**config.mk**
```make
export PLATFORM = sky130hd
export DESIGN_NAME = sr_queue_monitor
export DESIGN_NICKNAME = d
export VERILOG_FILES = /design/src/rtl/traffic_pkg.sv /design/src/rtl/sensor_debounce.sv /design/src/rtl/sr_queue_monitor.sv
export SDC_FILE = /design/constraint.sdc
export NUM_CORES = 1
export LEC_CHECK = 0
export BUFFER_PORTS_ARGS = -buffer_cell sky130_fd_sc_hd__buf_4
export CAP_MARGIN = 20
export CORE_AREA = 8 8 53 55
export CTS_CLUSTER_DIAMETER = 50
export DETAILED_ROUTE_END_ITERATION = 10
export DIE_AREA = 0 0 61 63
export PLACE_DENSITY = 0.89
export SETUP_SLACK_MARGIN = 0.2
export SLEW_MARGIN = 20
export SYNTH_ARGS = -nofsm -noshare
export SYNTH_HDL_FRONTEND = slang
export SYNTH_SLANG_ARGS = --single-unit
```
**constraint.sdc**
```tcl
create_clock -name clk -period 5.4 [get_ports clk]
set_clock_uncertainty 0.2 [all_clocks]
set_input_delay 0.27 -clock clk [delete_from_list [all_inputs] [get_ports clk]]
set_output_delay 0.27 -clock clk [all_outputs]
set_load 0.01 [all_outputs]
```
**src/rtl/traffic_pkg.sv**
```systemverilog
// traffic_pkg: light codes and sensor-debounce encoding shared by the traffic
// controller and the queue monitors that feed it.
package traffic_pkg;

    localparam logic [1:0] LIGHT_DARK   = 2'b00;
    localparam logic [1:0] LIGHT_RED    = 2'b01;
    localparam logic [1:0] LIGHT_YELLOW = 2'b10;
    localparam logic [1:0] LIGHT_GREEN  = 2'b11;

    localparam int DEBOUNCE_DEFAULT = 3;

    typedef enum logic [1:0] {
        DEB_LOW,
        DEB_RISE_CHK,
        DEB_HIGH,
        DEB_FALL_CHK
    } deb_state_e;

endpackage

```
**src/rtl/sensor_debounce.sv**
```systemverilog
// sensor_debounce: two-flop synchronizer and level debounce for the road loop;
// emits a registered one-cycle arrive pulse per accepted rising level.
module sensor_debounce
    import traffic_pkg::*;
#(
    parameter int DEBOUNCE = DEBOUNCE_DEFAULT
) (
    input  logic clk,
    input  logic rst,
    input  logic sensor,
    output logic arrive
);

    localparam int CW = $clog2(DEBOUNCE + 1);

    logic [1:0]    sync_q, sync_d;
    deb_state_e    state_q, state_d;
    logic [CW-1:0] deb_cnt_q, deb_cnt_d;
    logic          arrive_q, arrive_d;
    logic          sensor_s;

    assign sensor_s = sync_q[1];
    assign arrive   = arrive_q;

    always_comb begin
        sync_d    = {sync_q[0], sensor};
        state_d   = state_q;
        deb_cnt_d = deb_cnt_q;
        arrive_d  = 1'b0;
        unique case (state_q)
            DEB_LOW: begin
                if (sensor_s) begin
                    state_d   = DEB_RISE_CHK;
                    deb_cnt_d = CW'(1);
                end
            end
            DEB_RISE_CHK: begin
                if (!sensor_s) begin
                    state_d = DEB_LOW;
                end else if (deb_cnt_q + CW'(1) == CW'(DEBOUNCE)) begin
                    state_d  = DEB_HIGH;
                    arrive_d = 1'b1;
                end else begin
                    deb_cnt_d = deb_cnt_q + CW'(1);
                end
            end
            DEB_HIGH: begin
                if (!sensor_s) begin
                    state_d   = DEB_FALL_CHK;
                    deb_cnt_d = CW'(1);
                end
            end
            DEB_FALL_CHK: begin
                if (sensor_s) begin
                    state_d = DEB_HIGH;
                end else if (deb_cnt_q + CW'(1) == CW'(DEBOUNCE)) begin
                    state_d = DEB_LOW;
                end else begin
                    deb_cnt_d = deb_cnt_q + CW'(1);
                end
            end
            default: state_d = DEB_LOW;
        endcase
    end

    always_ff @(posedge clk or negedge rst) begin
        if (!rst) begin
            sync_q    <= '0;
            state_q   <= DEB_LOW;
            deb_cnt_q <= '0;
            arrive_q  <= 1'b0;
        end else begin
            sync_q    <= sync_d;
            state_q   <= state_d;
            deb_cnt_q <= deb_cnt_d;
            arrive_q  <= arrive_d;
        end
    end

endmodule

```
**src/rtl/sr_queue_monitor.sv**
```systemverilog
// sr_queue_monitor: counts cars waiting at the secondary-road light for the
// controller's MR_cars input and flags illegal light combinations.
module sr_queue_monitor
    import traffic_pkg::*;
#(
    parameter int DEBOUNCE    = DEBOUNCE_DEFAULT,
    parameter int DEPART_TIME = 2,
    parameter int CNT_MAX     = 255
) (
    input  logic       clk,
    input  logic       rst,
    input  logic       car_sensor,
    input  logic [1:0] MR_ctl,
    input  logic [1:0] SR_ctl,
    output logic [7:0] MR_cars,
    output logic       cars_sat,
    output logic [1:0] fault
);

    localparam int DW = $clog2(DEPART_TIME + 1);

    logic          arrive, depart, sr_green;
    logic [DW-1:0] dep_cnt_q, dep_cnt_d;
    logic [7:0]    mr_cars_q, mr_cars_d;
    logic          cars_sat_q, cars_sat_d;
    logic [1:0]    fault_q, fault_d;
    logic [1:0]    prev_sr_q, prev_sr_d;

    sensor_debounce #(.DEBOUNCE(DEBOUNCE)) u_debounce (
        .clk    (clk),
        .rst    (rst),
        .sensor (car_sensor),
        .arrive (arrive)
    );

    assign MR_cars  = mr_cars_q;
    assign cars_sat = cars_sat_q;
    assign fault    = fault_q;

    always_comb begin
        sr_green   = SR_ctl == LIGHT_GREEN;
        depart     = sr_green && dep_cnt_q == DW'(DEPART_TIME - 1);
        dep_cnt_d  = (!sr_green || depart) ? '0 : dep_cnt_q + DW'(1);
        mr_cars_d  = mr_cars_q;
        cars_sat_d = cars_sat_q;
        // A coincident arrival and departure cancel, even at the count limits.
        if (arrive && !depart) begin
            if (mr_cars_q == 8'(CNT_MAX)) cars_sat_d = 1'b1;
            else                          mr_cars_d  = mr_cars_q + 8'd1;
        end else if (depart && !arrive && mr_cars_q != 8'd0) begin
            mr_cars_d = mr_cars_q - 8'd1;
        end
        fault_d   = fault_q | {sr_green && prev_sr_q != LIGHT_YELLOW && prev_sr_q != LIGHT_GREEN,
                               sr_green && MR_ctl == LIGHT_GREEN};
        prev_sr_d = SR_ctl;
    end

    always_ff @(posedge clk or negedge rst) begin
        if (!rst) begin
            dep_cnt_q  <= '0;
            mr_cars_q  <= '0;
            cars_sat_q <= 1'b0;
            fault_q    <= '0;
            prev_sr_q  <= LIGHT_DARK;
        end else begin
            dep_cnt_q  <= dep_cnt_d;
            mr_cars_q  <= mr_cars_d;
            cars_sat_q <= cars_sat_d;
            fault_q    <= fault_d;
            prev_sr_q  <= prev_sr_d;
        end
    end

endmodule

```
* Word level (Yosys, flattened, before mapping)
Cells that the tools add are included.
Operators by class: add/subtract/negate cells 4, equality and inequality tests 17, mux-type cells 19, bitwise gates (word level) 1, reduce and logical (&&, ||, !) cells 18
Operator list (count):
- two-way mux 8 bit | 3
- two-way mux 2 bit | 11
- one-hot mux 2 bit (4 select lines) | 2
- equality test 2 bit (second input constant) | 5
- != test 2 bit (second input constant) | 5
- adder 8 x 1 -> 8 bit (second input constant) | 1
- equality test 8 bit (second input constant) | 1
- AND reduction 4 bit | 2
- nonzero test 8 bit | 1
- subtractor 8 x 1 -> 8 bit (second input constant) | 1
- logical AND 1 bit | 7
- adder 2 x 1 -> 2 bit (second input constant) | 2
- equality test 2 x 1 -> 1 bit (second input constant) | 2
- != test 2 x 1 -> 1 bit (second input constant) | 2
- AND reduction 2 bit | 2
- zero test 1 bit | 3
- two-way mux 1 bit | 3
- != test 3 x 1 -> 1 bit (second input constant) | 1
- != test 3 bit (second input constant) | 1
- zero test 2 bit | 1
- bitwise OR 2 bit | 1
- nonzero test 2 bit | 1
- logical OR 1 bit | 1
Word-level totals: register bits after elaboration 22, bits of input ports 7, output and inout bits 11, logic and storage cells 68

* Logic depth before layout (Yosys ltp)
Gate-level depths: netlist (run 1).
depth after elaboration 6, gate-level depth with buffers 10, gate-level depth less buffers 10

* Cells and area by module
Synthesis (run 1) repeated with hierarchy kept, for this count alone.
Second synthesis, totals: cells, all modules 95, area total of the unflattened synthesis 1131.1 um2
By module, submodules not included:
- sr_queue_monitor | instances 1, cells an instance 73, area each 832.0 um2, seq. area each 350.3 um2
- sensor_debounce | instances 1, cells an instance 22, area each 299.0 um2, seq. area each 175.2 um2

* Least setup slack after synthesis (run 1)
Ideal clock, no wire load.
kind register to register, from register dep_cnt_q[0], to register mr_cars_q[7], in the netlist MR_cars[7], library setup time 0.126 ns, arrival time 2.178 ns, slack 2.895 ns, stages on the path, launching flop included 10, path buffers 0, path through dfrtp_1 -> ha_1 -> nand3_1 -> nand2_1 -> ha_1 -> o21ai_0 -> or3_4 -> a31oi_2 -> o21ai_2 -> xnor2_1
On the way: longest elaborated chain between the ends 6
RTL lines:
- start, declared | line sr_queue_monitor.sv:23 | logic [DW-1:0] dep_cnt_q, dep_cnt_d;
- start signal, assigned | line sr_queue_monitor.sv:66 | dep_cnt_q <= dep_cnt_d;
- equality test 2 x 1 -> 1 bit (*) | line sr_queue_monitor.sv:42 | depart = sr_green && dep_cnt_q == DW'(DEPART_TIME - 1);
- logical AND 1 bit (*) | line sr_queue_monitor.sv:42
- zero test 1 bit or logical AND 1 bit (tied branches) | line sr_queue_monitor.sv:47, sr_queue_monitor.sv:50
- logical AND 1 bit, on equally long branches | line sr_queue_monitor.sv:47, sr_queue_monitor.sv:50
- != test 2 bit (no source line) or nonzero test 2 bit (tied branches)
- AND reduction 2 bit (no source line)
- end signal, assigned | line sr_queue_monitor.sv:67 | mr_cars_q <= mr_cars_d;
- end, declared | line sr_queue_monitor.sv:24 | logic [7:0] mr_cars_q, mr_cars_d;
Mark *: on every way between the ends. The rest lies on a longest branch, timed or not. A chain may end at the register's enable or synchronous reset.

* Final worst setup path (run 1)
from input SR_ctl[1], to register mr_cars_q[7], in the netlist MR_cars[7]
On the way: longest elaborated chain between the ends 6
RTL lines:
- start, declared | line sr_queue_monitor.sv:14 | input logic [1:0] SR_ctl,
- equality test 2 bit (*) | line sr_queue_monitor.sv:41 | sr_green = SR_ctl == LIGHT_GREEN;
- logical AND 1 bit (*) | line sr_queue_monitor.sv:42
- zero test 1 bit or logical AND 1 bit (tied branches) | line sr_queue_monitor.sv:47, sr_queue_monitor.sv:50
- logical AND 1 bit, on equally long branches | line sr_queue_monitor.sv:47, sr_queue_monitor.sv:50
- != test 2 bit (no source line) or nonzero test 2 bit (tied branches)
- AND reduction 2 bit (no source line)
Marked as above.

==> results.sh, run 1 <==
export IMPL_vias_per_cell=5.63
export IMPL_status="complete, no violations"
export IMPL_synth_seq_area_share_pct=48.7
export IMPL_grt_max_degree=22
export IMPL_multiInputGateArea_sq_um=543
export IMPL_synth_edf_count=0
export IMPL_cp_max_fo=10
export IMPL_syn_cell_area_sq_um=1080
export IMPL_criticalPathCategory="primary input to flip-flop"
export IMPL_clock_tree_root_cell="clkbuf_4"
export IMPL_dr_total_vias=822
export IMPL_slew_violations=0
export IMPL_synth_top_family_by_area="compound AO/OA/AOI/OAI gates"
export IMPL_synth_seq_cells=21
export IMPL_num_nets_final=135
export IMPL_htreeDepth=1
export IMPL_hold_path_class="primary input to flip-flop"
export IMPL_row_count=17
export IMPL_synth_ff_type="dfrtp_1"
export IMPL_clock_sinks=21
export IMPL_fmax_ghz=0.365
export IMPL_cts_tree="built"
export IMPL_die_h_um=63
export IMPL_clkTransAtPathRegs_ns=0.12
export IMPL_yosys_area_share_simple_pct=11.2
export IMPL_cp_arrival_ns=2.74
export IMPL_syn_area_per_cell_sq_um=11.6
export IMPL_syn_num_nets=109
export IMPL_drive_gt1_share_pct=28.0
export IMPL_cap_violations=0
export IMPL_p_per_area_nw_per_um2=533
export IMPL_die_area_sq_um=3840
export IMPL_syn_inst=93
export IMPL_place_gp_congestion=0.831
export IMPL_yosys_area_top_type="dfrtp_1"
export IMPL_cp_end_kind="flip-flop"
export IMPL_finalCritPeriodShare_pct=50.7
export IMPL_ctsLongestPathBuffers=2
export IMPL_reg2reg_depth=9
export IMPL_grt_overflow_total=0
export IMPL_async_reset_ff_share_pct=100
export IMPL_tns_ns=0
export IMPL_wirelength_mm=2.05
export IMPL_first_pass_iters=4
export IMPL_start_util_pct=52.3
export IMPL_setup_viol=0
export IMPL_worst_pin_slew_ns=0.500
export IMPL_antenna_found_initial=0
export IMPL_leakagePower_nw=0.587
export IMPL_synth_adder_area_share_pct=11.1
export IMPL_cp_start_kind="primary input"
export IMPL_r2r_start="dep_cnt_q[0]"
export IMPL_holdWs_ns=0.0190
export IMPL_num_antenna_cells=0
export IMPL_cts_post_setup_buffers_inserted=0
export IMPL_final_cell_mix="21 x dfrtp_1, 17 x buf_4, 8 x ha_1"
export IMPL_portBuffers=17
export IMPL_worstSetupStartpoint="SR_ctl[1]"
export IMPL_wire_per_inst_um=14.1
export IMPL_cts_resized_gates=0
export IMPL_ioPinCount=18
export IMPL_initialDrtViolationCount=22
export IMPL_drtAntennaViolNets=0
export IMPL_ir_drop_v=0.000340
export IMPL_relSlewSlack_pct=66.7
export IMPL_grt_setup_unrepaired="false"
export IMPL_synth_cell_type_count=30
export IMPL_clk_latency_ns=0.30
export IMPL_regArea_sq_um=526
export IMPL_hold_viol_final=0
export IMPL_grt_pass1_wl_mm=3.53
export IMPL_numCtsBuffers=3
export IMPL_hold_buffers=4
export IMPL_grt_usage_pct=11.6
export IMPL_synth_top_cell_area_share_pct=48.7
export IMPL_synthXorXnorAreaFrac_pct=6.49
export IMPL_drc=0
export IMPL_min_from="MR_ctl[0]"
export IMPL_synth_compound_area_share_pct=16.2
export IMPL_fillerInstances=159
export IMPL_coreArea_sq_um=2060
export IMPL_final_common_cell="dfrtp_1"
export IMPL_critPathRequiredTime_ns=5.40
export IMPL_ys_warn_count=0
export IMPL_finalCriticalPeriod_ns=2.74
export IMPL_synth_area_top_cells="dfrtp_1 49%, ha_1 9.3%, mux2_2 5.2%, xnor2_1 4.1%, a21oi_1 3.2%"
export IMPL_synth_mux_area_share_pct=5.21
export IMPL_dpl_hpwl_mm=1.52
export IMPL_syn2layout_area_growth_pct=21.3
export IMPL_die_x_um=61
export IMPL_hold_path_depth=2
export IMPL_grt_pass1_vias=789
==> logic make-up after synthesis <==
group	Yosys count
AOI/OAI and AO/OA	25
xor gates and xnor gates	8
adders and majority gates	9
buffers and inverters	3
DFF	21
muxes	5
and+or+nand+nor	22
==> flip-flops by register name (all words and copies together) (netlist names), named ones only <==
| signal | cells |
|---|---|
| u_debounce.sync_q | 2 |
| dep_cnt_q | 2 |
| u_debounce.deb_cnt_q | 2 |
| cars_sat | 1 |
| prev_sr_q | 1 |
| u_debounce.arrive | 1 |
| MR_cars | 8 |
| fault | 2 |
| u_debounce.state_q | 1 |
==> final timing paths <==
kind | to | slack, ns
max | MR_cars[7] | 2.66
max reg2reg | MR_cars[7] | 2.68
min in group asynchronous | u_debounce.state_q[0] | 0.16
min reg2reg | u_debounce.sync_q[1] | 0.17
min | fault[0] | 0.02
max in group asynchronous | MR_cars[0] | 4.64
==> metal layers <==
metal  up-vias  global-route usage, %  wire, um  share of wire [%]
met4         0                   4.96        15               0.73
met1       397                   14.2       872                 42
met3         4                   3.50       120                5.8
met5         -                      0         0                  0
met2        25                   17.9      1050                 51
li1        396                      -         -                  -
==> layout make-up <==
cell class / instances / share of cell area (%)
clock buffer: 3 / 1.72
inverter: 3 / 0.860
clock inverter: 1 / 0.382
tap: 28 / 2.67
timing repair buffer: 21 / 12.8
sequential: 21 / 40.1
multi-input combinational: 69 / 41.5
==> metrics by stage <==
stage | instances | power, mW | setup slack (ns) | utilization (%) | cell area, sq um
after floorplan | 93 | 0.506 | 2.90 | - | 1080
after global placement | 138 | 0.596 | 2.76 | 60.2 | 1240
after detailed placement | 138 | 0.618 | 2.69 | 60.2 | 1240
after CTS | 146 | 0.700 | 2.65 | 63.5 | 1310
after global routing | 146 | 0.758 | 2.49 | 63.5 | 1310
final | 146 | 0.698 | 2.66 | 63.5 | 1310
==> worst max-delay path, stage by stage <==
cell and delay (ns):
dlygate4sd3_1 0.53, buf_4 0.14, nand3_1 0.12, nand2_1 0.27, ha_1 0.48, o21ai_0 0.13
or3_4 0.39, a31oi_2 0.18, o21ai_2 0.08, xnor2_1 0.14
==> Yosys cell counts, drive strengths merged, types with 2 or more instances <==
cell    instances
a211oi          2
a21o            3
a21oi           7
a31oi           2
dfrtp          21
ha              8
inv             3
mux2            5
nand2           6
nand3           2
nand4           2
nor2            3
nor3            2
nor4            2
o21ai           5
o21bai          3
xnor2           5
xor2            3
==> power by group <==
part	internal, mW	switching, mW	total [mW]
clock network	0.0276	0.0479	0.0755
registers	0.204	0.0616	0.265
logic	0.186	0.171	0.357
total	0.417	0.281	0.698
Note: power is estimated with default switching activity, not from simulation.
==> run 2: changes to the inputs <==
--- a/config.mk
+++ b/config.mk
@@ -5,13 +5,14 @@
 export SDC_FILE = /design/constraint.sdc
 export NUM_CORES = 1
 export LEC_CHECK = 0
+export ABC_AREA = 1
 export BUFFER_PORTS_ARGS = -buffer_cell sky130_fd_sc_hd__buf_4
 export CAP_MARGIN = 20
-export CORE_AREA = 8 8 53 55
+export CORE_AREA = 8 8 56 58
 export CTS_CLUSTER_DIAMETER = 50
 export DETAILED_ROUTE_END_ITERATION = 10
-export DIE_AREA = 0 0 61 63
-export PLACE_DENSITY = 0.89
+export DIE_AREA = 0 0 64 66
+export PLACE_DENSITY = 0.85
 export SETUP_SLACK_MARGIN = 0.2
 export SLEW_MARGIN = 20
 export SYNTH_ARGS = -nofsm -noshare
==> constraint.sdc (replaced) <==
create_clock -name clk -period 2.7 [get_ports clk]
set_clock_uncertainty 0.2 [all_clocks]
set_input_delay 0.135 -clock clk [delete_from_list [all_inputs] [get_ports clk]]
set_output_delay 0.135 -clock clk [all_outputs]
set_load 0.01 [all_outputs]
==> results.sh, run 2 <==
export IMPL_status="complete, no violations"
export IMPL_grt_busiest_layer="met2"
export IMPL_tns_ns=0
export IMPL_p_total_mw=1.41
export IMPL_hold_path_class="primary input to async pin"
export IMPL_grt_pass1_wl_mm=4.42
export IMPL_syn_num_nets=157
export IMPL_leakagePower_nw=0.726
export IMPL_regArea_sq_um=526
export IMPL_finalCritPeriodShare_pct=79.5
export IMPL_synth_top_cell_area_share_pct=45.1
export IMPL_worst_pin_slew_ns=0.274
export IMPL_first_pass_iters=4
export IMPL_ir_drop_v=0.000637
export IMPL_cp_end_kind="flip-flop"
export IMPL_cp_max_fo=11
export IMPL_yosysMostFrequentCell="nand2_1"
export IMPL_syn_area_per_cell_sq_um=8.26
export IMPL_netlist_top_cells_count="56 x nand2_1, 21 x dfrtp_1, 11 x nor2_1, 9 x nand3_1"
export IMPL_clk_latency_ns=0.31
export IMPL_drc=0
export IMPL_cap_violations=0
export IMPL_antenna_found_initial=0
export IMPL_syn_inst=141
export IMPL_clock_tree_root_cell="clkbuf_4"
export IMPL_num_nets_final=186
export IMPL_critPathBufInv=0
export IMPL_slowest_delay_ns=0.41
export IMPL_largest_reg_flops=8
export IMPL_synth_ff_type="dfrtp_1"
export IMPL_worstSetupStartpoint="dep_cnt_q[0]"
export IMPL_cp_start_kind="flip-flop"
export IMPL_portBuffers=17
export IMPL_grt_usage_pct=12.8
export IMPL_grt_overflow_total=0
export IMPL_synth_seq_area_share_pct=45.1
export IMPL_setup_viol=0
export IMPL_die_area_sq_um=4220
export IMPL_grt_setup_unrepaired="false"
export IMPL_hold_viol_final=0
export IMPL_internal_power_uw=788
export IMPL_finalCriticalPeriod_ns=2.15
export IMPL_netSwitchingPower_uw=621
export IMPL_use_met1_pct=13.7
export IMPL_synth_seq_cells=21
export IMPL_dr_total_vias=1002
export IMPL_drive_gt1_share_pct=17.8
export IMPL_yosys_area_top_type="dfrtp_1"
export IMPL_cts_post_setup_buffers_inserted=0
export IMPL_switching_share_pct=44.1
export IMPL_cp_arrival_ns=2.17
export IMPL_initialDrtViolationCount=26
export IMPL_use_met3_pct=5.42
export IMPL_grt_max_degree=22
export IMPL_dpl_hpwl_mm=1.90
export IMPL_clkTransAtPathRegs_ns=0.13
export IMPL_slew_violations=0
export IMPL_hold_buffers=7
export IMPL_clock_sinks=21
export IMPL_p_per_area_nw_per_um2=985
export IMPL_syn_cell_area_sq_um=1160
export IMPL_grt_pass1_vias=1059
export IMPL_ioPinCount=18
export IMPL_async_reset_ff_share_pct=100
export IMPL_fmax_ghz=0.466
export IMPL_synth_area_top_cells="dfrtp_1 45%, nand2_1 18%, ha_1 8.6%, nand3_1 3.9%, nor2_1 3.5%"
export IMPL_fillerInstances=205
export IMPL_die_h_um=66
export IMPL_p_comb_share_pct=52.2
export IMPL_multiInputGateArea_sq_um=597
export IMPL_wire_per_inst_um=12.0
export IMPL_ctsLongestPathBuffers=2
export IMPL_row_count=18
export IMPL_die_x_um=64
export IMPL_wirelength_mm=2.38
export IMPL_fin_area_sq_um=1430
export IMPL_start_util_pct=50.2
export IMPL_synth_cell_type_count=24
export IMPL_coreArea_sq_um=2320
export IMPL_cts_resized_gates=0
export IMPL_criticalPathCategory="flip-flop to flip-flop"
export IMPL_final_cell_mix="56 x nand2_1, 21 x dfrtp_1, 17 x buf_4"
export IMPL_numCtsBuffers=3
export IMPL_vias_per_cell=5.04
export IMPL_drtAntennaViolNets=0
export IMPL_critPathRequiredTime_ns=2.72
export IMPL_r2r_start="dep_cnt_q[0]"
export IMPL_htreeDepth=1
export IMPL_placed_cell_area_sq_um=1330
export IMPL_relSlewSlack_pct=81.7
export IMPL_cts_tree="built"
export IMPL_num_antenna_cells=0
export IMPL_p_clk_share_pct=11.3
export IMPL_ys_warn_count=0
export IMPL_synth_edf_count=0
export IMPL_slowest_stage="dfrtp_1"
export IMPL_syn2layout_area_growth_pct=22.8
export IMPL_power_frac_seq_pct=36.5
export IMPL_place_gp_congestion=0.944
export IMPL_use_met2_pct=23.0
export IMPL_crit_chain="ha_1 -> nand3_2 -> nand2_2 -> ha_1 -> or2_1 -> nand3b_1 -> nand3b_1 -> nand3_1 -> nand2_1"
export IMPL_final_common_cell="nand2_1"
export IMPL_cpLargestDelayFamily="simple AND/OR/NAND/NOR gates"
## run 2: changes by cell type after synthesis, sizes merged, moves of 3 or more
cell	before	now
nand2	6	59
or2	0	3
o21ai	5	2
nand3b	0	4
a21o	3	0
nand3	2	10
xnor2	5	2
nor2	3	11
mux2	5	0
a21oi	7	3
inv	3	9
## run 2: worst reg2reg max path, delay by kind of cell, from the launching register on
family	cells	cell delay (ns)
simple gates	7	0.86
fa+ha+maj	2	0.60
flops	1	0.41
## run 2: final timing paths
check | slack (ns) | end | cells past startpoint
min in group clk | 0.18 | u_debounce.sync_q[1] | 0
min | 0.02 | prev_sr_q[1] | 2
max reg2reg | 0.55 | MR_cars[5] | 9
max in group asynchronous | 2.07 | cars_sat | 2
min reg2reg | 0.18 | u_debounce.sync_q[1] | 0
max | 0.55 | MR_cars[5] | 9
## run 2: per-layer routing
layer / vias up / part of all wire, % / wire length [um]
met5: - / 0 / 0
met2: 19 / 50 / 1200
met1: 473 / 45 / 1060
met4: 0 / 0 / 0
li1: 510 / - / -
met3: 0 / 5.0 / 120
## run 2: cell type report
type,count,area share [%]
flip-flops and latches,21,36.7
clock inverters,1,0.525
inverters,10,2.97
clock buffers,3,1.57
multi-input cells,110,41.7
well taps,30,2.62
repair buffers,24,13.8
## run 2: kinds of logic after synthesis
kind of cell | Yosys count | share of synthesized area (%)
DFF | 21 | 45.1
buffers and inverters | 10 | 3.65
and+or+nand+nor | 89 | 33.4
adders and majority gates | 9 | 10.3
AOI/OAI and AO/OA | 9 | 5.26
xor gates and xnor gates | 3 | 2.26
## run 2: power by group through the flow
stage               Combinational, mW  Clock, mW  Sequential (mW)
floorplan                       0.497          0            0.521
finish                          0.735      0.160            0.514
detailed placement              0.732          0            0.522
global route                    0.856      0.176            0.531
CTS                             0.742      0.163            0.515
global placement                0.686          0            0.516
## run 2: stage by stage
step	util, %	hold slack, ns	setup slack (ns)	std cells
finish	61.7	0.0212	0.555	199
global route	61.7	0.0216	0.332	199
floorplan	-	-0.361	0.730	141
detailed placement	57.3	-0.165	0.561	188
global placement	57.3	-0.169	0.640	188
CTS	61.7	0.0253	0.544	199
==> run 3: changes to the inputs <==
--- a/config.mk
+++ b/config.mk
@@ -8,11 +8,11 @@
 export ABC_AREA = 1
 export BUFFER_PORTS_ARGS = -buffer_cell sky130_fd_sc_hd__buf_4
 export CAP_MARGIN = 20
-export CORE_AREA = 8 8 56 58
+export CORE_AREA = 8 8 58 60
 export CTS_CLUSTER_DIAMETER = 50
 export DETAILED_ROUTE_END_ITERATION = 10
-export DIE_AREA = 0 0 64 66
-export PLACE_DENSITY = 0.85
+export DIE_AREA = 0 0 66 68
+export PLACE_DENSITY = 0.82
 export SETUP_SLACK_MARGIN = 0.2
 export SLEW_MARGIN = 20
 export SYNTH_ARGS = -nofsm -noshare
==> constraint.sdc (replaced) <==
create_clock -name clk -period 1.8 [get_ports clk]
set_clock_uncertainty 0.2 [all_clocks]
set_input_delay 0.09 -clock clk [delete_from_list [all_inputs] [get_ports clk]]
set_output_delay 0.09 -clock clk [all_outputs]
set_load 0.01 [all_outputs]
==> results.sh, run 3 (synthesized netlist as in run 2, its figures left out) <==
export IMPL_clk_latency_ns=0.32
export IMPL_syn2layout_area_growth_pct=46.4
export IMPL_use_met3_pct=3.44
export IMPL_num_nets_final=201
export IMPL_finalCriticalPeriod_ns=1.98
export IMPL_finalCritPeriodShare_pct=110
export IMPL_dpl_hpwl_mm=2.05
export IMPL_placed_cell_area_sq_um=1490
export IMPL_relSlewSlack_pct=78.4
export IMPL_setup_viol=8
export IMPL_grt_usage_pct=14.8
export IMPL_cap_violations=0
export IMPL_die_x_um=66
export IMPL_grt_setup_unrepaired="true"
export IMPL_initialDrtViolationCount=43
export IMPL_ir_drop_v=0.00111
export IMPL_status="complete, but fails checks"
export IMPL_critPathRequiredTime_ns=1.87
export IMPL_ctsLongestPathBuffers=2
export IMPL_largest_reg_flops=8
export IMPL_hold_path_class="flip-flop to flip-flop"
export IMPL_grt_pass1_vias=1097
export IMPL_cp_start_kind="flip-flop"
export IMPL_row_count=19
export IMPL_cp_end_kind="flip-flop"
export IMPL_clock_sinks=21
export IMPL_drc=0
export IMPL_grt_busiest_layer="met2"
export IMPL_num_antenna_cells=0
export IMPL_ioPinCount=18
export IMPL_wire_per_inst_um=14.5
export IMPL_cts_tree="built"
export IMPL_fmax_ghz=0.505
export IMPL_multiInputGateArea_sq_um=758
export IMPL_leakagePower_nw=0.827
export IMPL_fillerInstances=188
export IMPL_grt_overflow_total=0
export IMPL_fin_area_sq_um=1710
export IMPL_dp_cells=197
export IMPL_die_area_sq_um=4490
export IMPL_hold_viol_final=0
export IMPL_portBuffers=17
export IMPL_htreeDepth=1
export IMPL_pre_cts_ws_ns=-0.157
export IMPL_worst_pin_slew_ns=0.324
export IMPL_cp_max_fo=8
export IMPL_p_clk_share_pct=9.3
export IMPL_final_cell_mix="50 x nand2_1, 29 x buf_4, 21 x dfrtp_1"
export IMPL_power_frac_seq_pct=30.4
export IMPL_final_util_pct=66.4
export IMPL_fin_ws_ns=-0.179
export IMPL_holdWs_ns=0.164
export IMPL_clock_tree_root_cell="clkbuf_4"
export IMPL_slew_violations=0
export IMPL_cp_arrival_ns=2.05
export IMPL_use_met2_pct=26.1
export IMPL_clkTransAtPathRegs_ns=0.12
export IMPL_vias_per_cell=5.24
export IMPL_drtAntennaViolNets=0
export IMPL_drive_gt1_share_pct=34.8
export IMPL_violations="negative setup slack"
export IMPL_antenna_found_initial=0
export IMPL_grt_pass1_wl_mm=5.11
export IMPL_netSwitchingPower_mw=1.16
export IMPL_regArea_sq_um=526
export IMPL_start_util_pct=45.4
export IMPL_place_gp_congestion=0.874
export IMPL_dr_total_vias=1126
export IMPL_internal_power_mw=1.47
export IMPL_p_total_mw=2.63
export IMPL_final_common_cell="nand2_1"
export IMPL_wirelength_mm=3.11
export IMPL_instances_no_fill=215
export IMPL_numCtsBuffers=3
export IMPL_rrSetupSlack_ns=-0.18
export IMPL_die_h_um=68
export IMPL_p_per_area_nw_per_um2=1540
export IMPL_coreArea_sq_um=2570
export IMPL_switching_share_pct=44.2
export IMPL_tns_ns=-1.04
export IMPL_criticalPathCategory="flip-flop to flip-flop"
export IMPL_grt_max_degree=22
export IMPL_first_pass_iters=6
export IMPL_use_met1_pct=15.9
export IMPL_p_comb_share_pct=60.4
## run 3: power by group through the flow
| stage | logic [mW] | registers (mW) | clock network [mW] |
|---|---|---|---|
| 5_1_grt | 1.74 | 0.818 | 0.270 |
| 2_1_floorplan | 0.813 | 0.810 | 0 |
| 3_5_place_dp | 1.30 | 0.801 | 0 |
| 3_3_place_gp | 1.21 | 0.789 | 0 |
| 6_report | 1.59 | 0.798 | 0.244 |
| 4_1_cts | 1.50 | 0.789 | 0.255 |
## run 3: worst paths after layout
path,start,end,cells after the start
setup / recovery,dep_cnt_q[0],MR_cars[4],11
hold / removal,u_debounce.sync_q[0],u_debounce.sync_q[1],0
setup reg to reg,dep_cnt_q[0],MR_cars[4],11
hold reg to reg,u_debounce.sync_q[0],u_debounce.sync_q[1],0
max in group asynchronous,rst,MR_cars[5],3
min in group asynchronous,rst,u_debounce.sync_q[0],3
## run 3: area by class of cell
type | count | share of cell area (%)
multi-input cells | 111 | 44.5
well taps | 31 | 2.27
clock inverters | 1 | 0.440
repair buffers | 38 | 18.2
inverters | 10 | 2.49
flip-flops and latches | 21 | 30.8
clock buffers | 3 | 1.32
## run 3: layer usage
layer  wire, um  vias to the layer above
li1           -                      542
met5          0                        -
met3        137                       11
met2       1630                       29
met1       1240                      544
met4        105                        0
## run 3: what timing repair did
item | 4_1_cts | 5_1_grt
gates resized for setup | 14 | 3
pin swaps | 12 | 10
gates cloned | 1 | 0
setup endpoints to repair | 8 | 10
buffers inserted | 2 | 4
endpoints found under the hold margin | 27 | 4
hold buffers | 7 | 1
## run 3: critical path: stages, from the launching register on
cell	delay, ns
dfrtp_1	0.43
ha_4	0.18
nand3_4	0.08
nand2_8	0.10
fa_2	0.37
nand2_2	0.08
nand2_2	0.06
buf_4	0.13
nand2_2	0.06
xnor2_1	0.11
nand2_1	0.06
nand2_1	0.05
